**config.mk**
```make
export PLATFORM = sky130hd
export DESIGN_NAME = id_ex_stage
export DESIGN_NICKNAME = d
export VERILOG_FILES = /design/src/rtl/pipe_pkg.sv /design/src/rtl/operand_bypass.sv /design/src/rtl/id_ex_stage.sv
export SDC_FILE = /design/constraint.sdc
export NUM_CORES = 1
export LEC_CHECK = 0
export CAP_MARGIN = 20
export CORE_AREA = 2 2 145 147
export CTS_CLUSTER_SIZE = 10
export DETAILED_ROUTE_END_ITERATION = 10
export DIE_AREA = 0 0 147 149
export GPL_TIMING_DRIVEN = 0
export PLACE_DENSITY = 0.67
export SLEW_MARGIN = 20
export SYNTH_ARGS = -nofsm -noshare
export SYNTH_HDL_FRONTEND = slang
export SYNTH_SLANG_ARGS = --single-unit
```
**constraint.sdc**
```tcl
create_clock -name clk -period 3.05 [get_ports clk]
set_input_delay 0.61 -clock clk [delete_from_list [all_inputs] [get_ports clk]]
set_output_delay 0.61 -clock clk [all_outputs]
set_load 0.005 [all_outputs]
```
**src/rtl/pipe_pkg.sv**
```systemverilog
// Shared pipeline types for the operand-read / ID-EX stage.
// Datapath widths, the ID/EX register layout and a register-match helper.
package pipe_pkg;

  localparam int XLEN   = 32;
  localparam int REG_AW = 5;
  localparam int CTRL_W = 16;

  typedef struct packed {
    logic [XLEN-1:0]   rs1_val;
    logic [XLEN-1:0]   rs2_val;
    logic [REG_AW-1:0] rd;
    logic              rd_we;
    logic              is_load;
    logic [XLEN-1:0]   imm;
    logic [CTRL_W-1:0] ctrl;
  } id_ex_t;

  // A pending write to rd satisfies a read of rs; x0 never matches.
  function automatic logic reg_hit(input logic we, input logic [REG_AW-1:0] rd,
                                   input logic [REG_AW-1:0] rs);
    return we && (rd == rs) && (rs != {REG_AW{1'b0}});
  endfunction

endpackage

```
**src/rtl/operand_bypass.sv**
```systemverilog
// Priority operand select for one source register: ID/EX, then MEM, then WB,
// then register-file data. Reading x0 always yields zero.
module operand_bypass
  import pipe_pkg::*;
(
  input  logic [REG_AW-1:0] rs,
  input  logic              ex_en,
  input  logic [REG_AW-1:0] ex_rd,
  input  logic [XLEN-1:0]   ex_data,
  input  logic              mem_en,
  input  logic [REG_AW-1:0] mem_rd,
  input  logic [XLEN-1:0]   mem_data,
  input  logic              wb_en,
  input  logic [REG_AW-1:0] wb_rd,
  input  logic [XLEN-1:0]   wb_data,
  input  logic [XLEN-1:0]   rf_data,
  output logic [XLEN-1:0]   val
);

  // Youngest in-flight producer wins
  always_comb begin
    val = rf_data;
    if (rs == {REG_AW{1'b0}}) begin
      val = {XLEN{1'b0}};
    end else if (reg_hit(ex_en, ex_rd, rs)) begin
      val = ex_data;
    end else if (reg_hit(mem_en, mem_rd, rs)) begin
      val = mem_data;
    end else if (reg_hit(wb_en, wb_rd, rs)) begin
      val = wb_data;
    end else begin
      val = rf_data;
    end
  end

endmodule

```
**src/rtl/id_ex_stage.sv**
```systemverilog
// Operand read, RAW hazard resolution and ID/EX pipeline register.
// ID_FWD_EN selects bypassing; when undefined every pending-write match stalls.
module id_ex_stage
  import pipe_pkg::*;
(
  input  logic              clk,
  input  logic              rst,
  input  logic              in_valid,
  output logic              in_ready,
  input  logic [REG_AW-1:0] in_rs1,
  input  logic [REG_AW-1:0] in_rs2,
  input  logic [REG_AW-1:0] in_rd,
  input  logic              in_rd_we,
  input  logic              in_is_load,
  input  logic [XLEN-1:0]   in_imm,
  input  logic [CTRL_W-1:0] in_ctrl,
  output logic [REG_AW-1:0] rf_rs1,
  output logic [REG_AW-1:0] rf_rs2,
  input  logic [XLEN-1:0]   rf_rd1,
  input  logic [XLEN-1:0]   rf_rd2,
  input  logic [XLEN-1:0]   ex_data,
  input  logic [REG_AW-1:0] mem_rd,
  input  logic              mem_we,
  input  logic [XLEN-1:0]   mem_data,
  input  logic [REG_AW-1:0] wb_rd,
  input  logic              wb_we,
  input  logic [XLEN-1:0]   wb_data,
  input  logic              flush,
  output logic              out_valid,
  input  logic              out_ready,
  output logic [XLEN-1:0]   out_rs1_val,
  output logic [XLEN-1:0]   out_rs2_val,
  output logic [REG_AW-1:0] out_rd,
  output logic              out_rd_we,
  output logic              out_is_load,
  output logic [XLEN-1:0]   out_imm,
  output logic [CTRL_W-1:0] out_ctrl
);

`ifdef ID_FWD_EN
  localparam logic FWD_EN = 1'b1;
`else
  localparam logic FWD_EN = 1'b0;
`endif

  id_ex_t          stage_r;
  id_ex_t          next_s;
  logic            valid_r;
  logic            advance_s;
  logic            hazard_s;
  logic            ex_pend_s;
  logic            ex_hit_s;
  logic            mem_hit_s;
  logic            wb_hit_s;
  logic            ex_en_s;
  logic            mem_en_s;
  logic            wb_en_s;
  logic [XLEN-1:0] rs1_val_s;
  logic [XLEN-1:0] rs2_val_s;

  assign rf_rs1 = in_rs1;
  assign rf_rs2 = in_rs2;

  // A load in ID/EX has no data yet, so it is never a bypass source
  assign ex_en_s  = FWD_EN && valid_r && stage_r.rd_we && !stage_r.is_load;
  assign mem_en_s = FWD_EN && mem_we;
  assign wb_en_s  = FWD_EN && wb_we;

  operand_bypass u_byp_rs1 (
    .rs(in_rs1), .ex_en(ex_en_s), .ex_rd(stage_r.rd), .ex_data(ex_data),
    .mem_en(mem_en_s), .mem_rd(mem_rd), .mem_data(mem_data),
    .wb_en(wb_en_s), .wb_rd(wb_rd), .wb_data(wb_data),
    .rf_data(rf_rd1), .val(rs1_val_s)
  );

  operand_bypass u_byp_rs2 (
    .rs(in_rs2), .ex_en(ex_en_s), .ex_rd(stage_r.rd), .ex_data(ex_data),
    .mem_en(mem_en_s), .mem_rd(mem_rd), .mem_data(mem_data),
    .wb_en(wb_en_s), .wb_rd(wb_rd), .wb_data(wb_data),
    .rf_data(rf_rd2), .val(rs2_val_s)
  );

  // RAW hazard detection against in-flight writers
  always_comb begin
    ex_pend_s = valid_r && stage_r.rd_we && (stage_r.rd != {REG_AW{1'b0}});
    ex_hit_s  = ex_pend_s && ((stage_r.rd == in_rs1) || (stage_r.rd == in_rs2));
    mem_hit_s = reg_hit(mem_we, mem_rd, in_rs1) || reg_hit(mem_we, mem_rd, in_rs2);
    wb_hit_s  = reg_hit(wb_we, wb_rd, in_rs1) || reg_hit(wb_we, wb_rd, in_rs2);
    if (FWD_EN) begin
      hazard_s = in_valid && ex_hit_s && stage_r.is_load;
    end else begin
      hazard_s = in_valid && (ex_hit_s || mem_hit_s || wb_hit_s);
    end
  end

  assign advance_s = out_ready || !valid_r;
  assign in_ready  = flush || (advance_s && !hazard_s);

  // Assemble the next ID/EX contents from the decoded instruction
  always_comb begin
    next_s         = '0;
    next_s.rs1_val = rs1_val_s;
    next_s.rs2_val = rs2_val_s;
    next_s.rd      = in_rd;
    next_s.rd_we   = in_rd_we;
    next_s.is_load = in_is_load;
    next_s.imm     = in_imm;
    next_s.ctrl    = in_ctrl;
  end

  // ID/EX register: reset, then flush, then load/bubble when advancing, else hold
  always_ff @(posedge clk) begin
    if (rst) begin
      valid_r <= 1'b0;
      stage_r <= '0;
    end else if (flush) begin
      valid_r <= 1'b0;
    end else if (advance_s) begin
      if (in_valid && !hazard_s) begin
        valid_r <= 1'b1;
        stage_r <= next_s;
      end else begin
        valid_r <= 1'b0;
      end
    end
  end

  assign out_valid   = valid_r;
  assign out_rs1_val = stage_r.rs1_val;
  assign out_rs2_val = stage_r.rs2_val;
  assign out_rd      = stage_r.rd;
  assign out_rd_we   = stage_r.rd_we;
  assign out_is_load = stage_r.is_load;
  assign out_imm     = stage_r.imm;
  assign out_ctrl    = stage_r.ctrl;

endmodule

```
==> results <==
[worst max-delay path, cell delays in order]
cell             delay, ps
clkdlybuf4s50_1        450
xor2_1                 160
nor3_1                 200
and4_1                 230
o21ai_2                 90
a31oi_1                180
o21bai_1                70
dlygate4sd2_1          270
[routing by layer]
| metal | vias to the layer above | global-route usage, % | share of wire [%] |
|---|---|---|---|
| li1 | 2564 | - | - |
| met1 | 2332 | 21.0 | 45 |
| met2 | 178 | 26.9 | 46 |
| met3 | 16 | 6.91 | 8.6 |
| met4 | 0 | 3.94 | 1.0 |
| met5 | - | 0 | 0 |
[state kept, by name, indices dropped and copies added, names as in the netlist]
register and flops:
out_rd_we 1, out_is_load 1, out_ctrl 16, out_imm 32
out_rd 5, out_rs2_val 32, out_rs1_val 32, out_valid 1
[Yosys cell counts (all sizes together) (4+ instances only)]
cell,n,share of area [%]
nand2b,173,18
dfxtp,120,40
mux2i,119,20
nand3b,64,7.9
clkbuf,29,1.8
buf,27,5.7
xnor2,18,2.6
xor2,12,1.7
nor3,8,0.74
and4,5,0.72
nand2,4,0.25
[what timing repair did]
item | 4_1_cts | 5_1_grt
resized for setup | 16 | 0
setup buffers | 1 | 0
endpoints found under the setup margin | 1 | 0
[through the flow]
| step | instances | utilization (%) |
|---|---|---|
| global placement | 1144 | 44.6 |
| detailed placement | 1144 | 44.6 |
| global route | 1177 | 47.6 |
| floorplan | 594 | - |
| CTS | 1177 | 47.6 |
| finish | 1177 | 47.6 |
[path summary, 6_finish.rpt]
kind                     endpoint  slack, ps
setup / recovery         in_ready        170
hold / removal    out_rs1_val[18]        470
setup reg to reg  out_rs1_val[24]        910
hold reg to reg   out_rs1_val[18]        470
[report_power, final]
part           switching (mW)  internal [mW]
Combinational           0.289          0.539
Clock                   0.770           1.31
Sequential             0.0526           1.66
Total                    1.11           3.51
[cell type report]
cell class	count	area share [%]
Clock buffer	18	4.49
Tap cell	275	3.51
Buffer	56	4.66
Inverter	1	0.0383
Sequential cell	120	24.5
Clock inverter	14	1.78
Multi-Input combinational cell	417	33.0
Timing Repair Buffer	276	28.0
[cell families (layout without fill, tap and decap cells)]
family          after synthesis  count (layout)  synth area share [%]
compound gates                7               7                 0.886
xor+xnor                     30              30                  4.32
simple gates                261             261                  28.1
mux                         119             119                  19.6
buf+inv                      57             365                  7.58
flops                       120             120                  39.5
==> flow_summary.json <==
{
  "synth-seq-cells": 120,
  "r2r-start": "out_rd[0]",
  "portBuffers": 275,
  "tns_ps": 0,
  "wl_per_cell_um": 15.6,
  "first_pass_iters": 4,
  "clkLatencyLatePin_ps": 410,
  "start_util_pct": 29.6,
  "status": "completed",
  "p_leak_nw": 3.53,
  "synth-async-reset-ratio_pct": 0,
  "cts_tree": "yes",
  "dp_hpwl_mm": 13.9,
  "avgSynthCellArea_um2": 10.2,
  "layout-drive-gt1-share_pct": 7.32,
  "cts.sinks": 120,
  "worstMarginPinSlew_ps": 731,
  "seqCellArea_um2": 2400,
  "ios": 373,
  "core_area_um2": 20600,
  "cts_buffer_depth": 2,
  "startpoint_type": "primary input",
  "timing.fmax_mhz": 347,
  "clkTransAtPathRegs_ps": 50,
  "drc_errors": 0,
  "die-width_um": 147,
  "criticalPathCategory": "primary input to primary output",
  "nets": 1131,
  "dieArea_um2": 21900,
  "root_buffer": "clkbuf_16",
  "maxSlewHeadroom_pct": 51.3,
  "synth_edf_count": 0,
  "cts-hold-fix-buffers": 0,
  "p_per_area_nw_per_um2": 472,
  "layout_commonest_cell": "clkdlybuf4s50_1",
  "antenna_found_initial": 0,
  "globalplace.congestion": 0.755,
  "syn_inst": 594,
  "startpoint": "mem_rd[3]",
  "vias": 5090,
  "fillCellCount": 1960,
  "hold_path_startpoint": "out_rs1_val[18]",
  "num_rows": 53,
  "htreeDepth": 4,
  "grt_pass1_vias": 5151,
  "peakVddDrop_v": 0.000323,
  "synthFlopType": "dfxtp_1",
  "avgViaCountPerCell": 4.32,
  "drv_cap": 0,
  "cp_max_fo": 3,
  "wl_mm": 18.4,
  "yosys.cell_types.count": 27,
  "cp.arrival_ps": 2270,
  "hold_slack_ps": 465,
  "track_usage_pct": 16.7,
  "design_area_um2": 9790,
  "most-common-layout-cells": "clkdlybuf4s50_1 (263), nand2b_1 (173), dfxtp_1 (120)",
  "cts_made_buffers": 17,
  "cp-end-kind": "primary output",
  "synth_fp_nets": 836,
  "min_period_ps": 2880,
  "finalHoldViolations": 0,
  "synthesis.area_um2": 6080,
  "syn_to_final_growth_pct": 61.2,
  "grt_overflow": 0,
  "grt_max_degree": 17,
  "drv_slew": 0,
  "worst_ep_required_time_ps": 2440,
  "detailed_place.area_um2": 9170,
  "first_iter_violations": 106,
  "period_share_pct": 94.5,
  "finalWorstSetupSlack_ps": 169,
  "finalSetupViolations": 0,
  "diodes": 0,
  "yosys_warnings": 0,
  "postRouteAntennaNets": 0,
  "rsz0062_at_grt": "false",
  "preCtsSetupSlack_ps": -487,
  "die_h_um": 149,
  "fin_skew_ps": 6.89,
  "grt_pass1_wl_mm": 28.7,
  "hold_path.class": "register to register",
  "power.total_mw": 4.62,
  "holdPathStages": 2,
  "r2r_cells": 7,
  "ys_seq_area_share_pct": 39.5,
  "multi_input_area_um2": 3230
}
(Power assumes the default switching activity.)
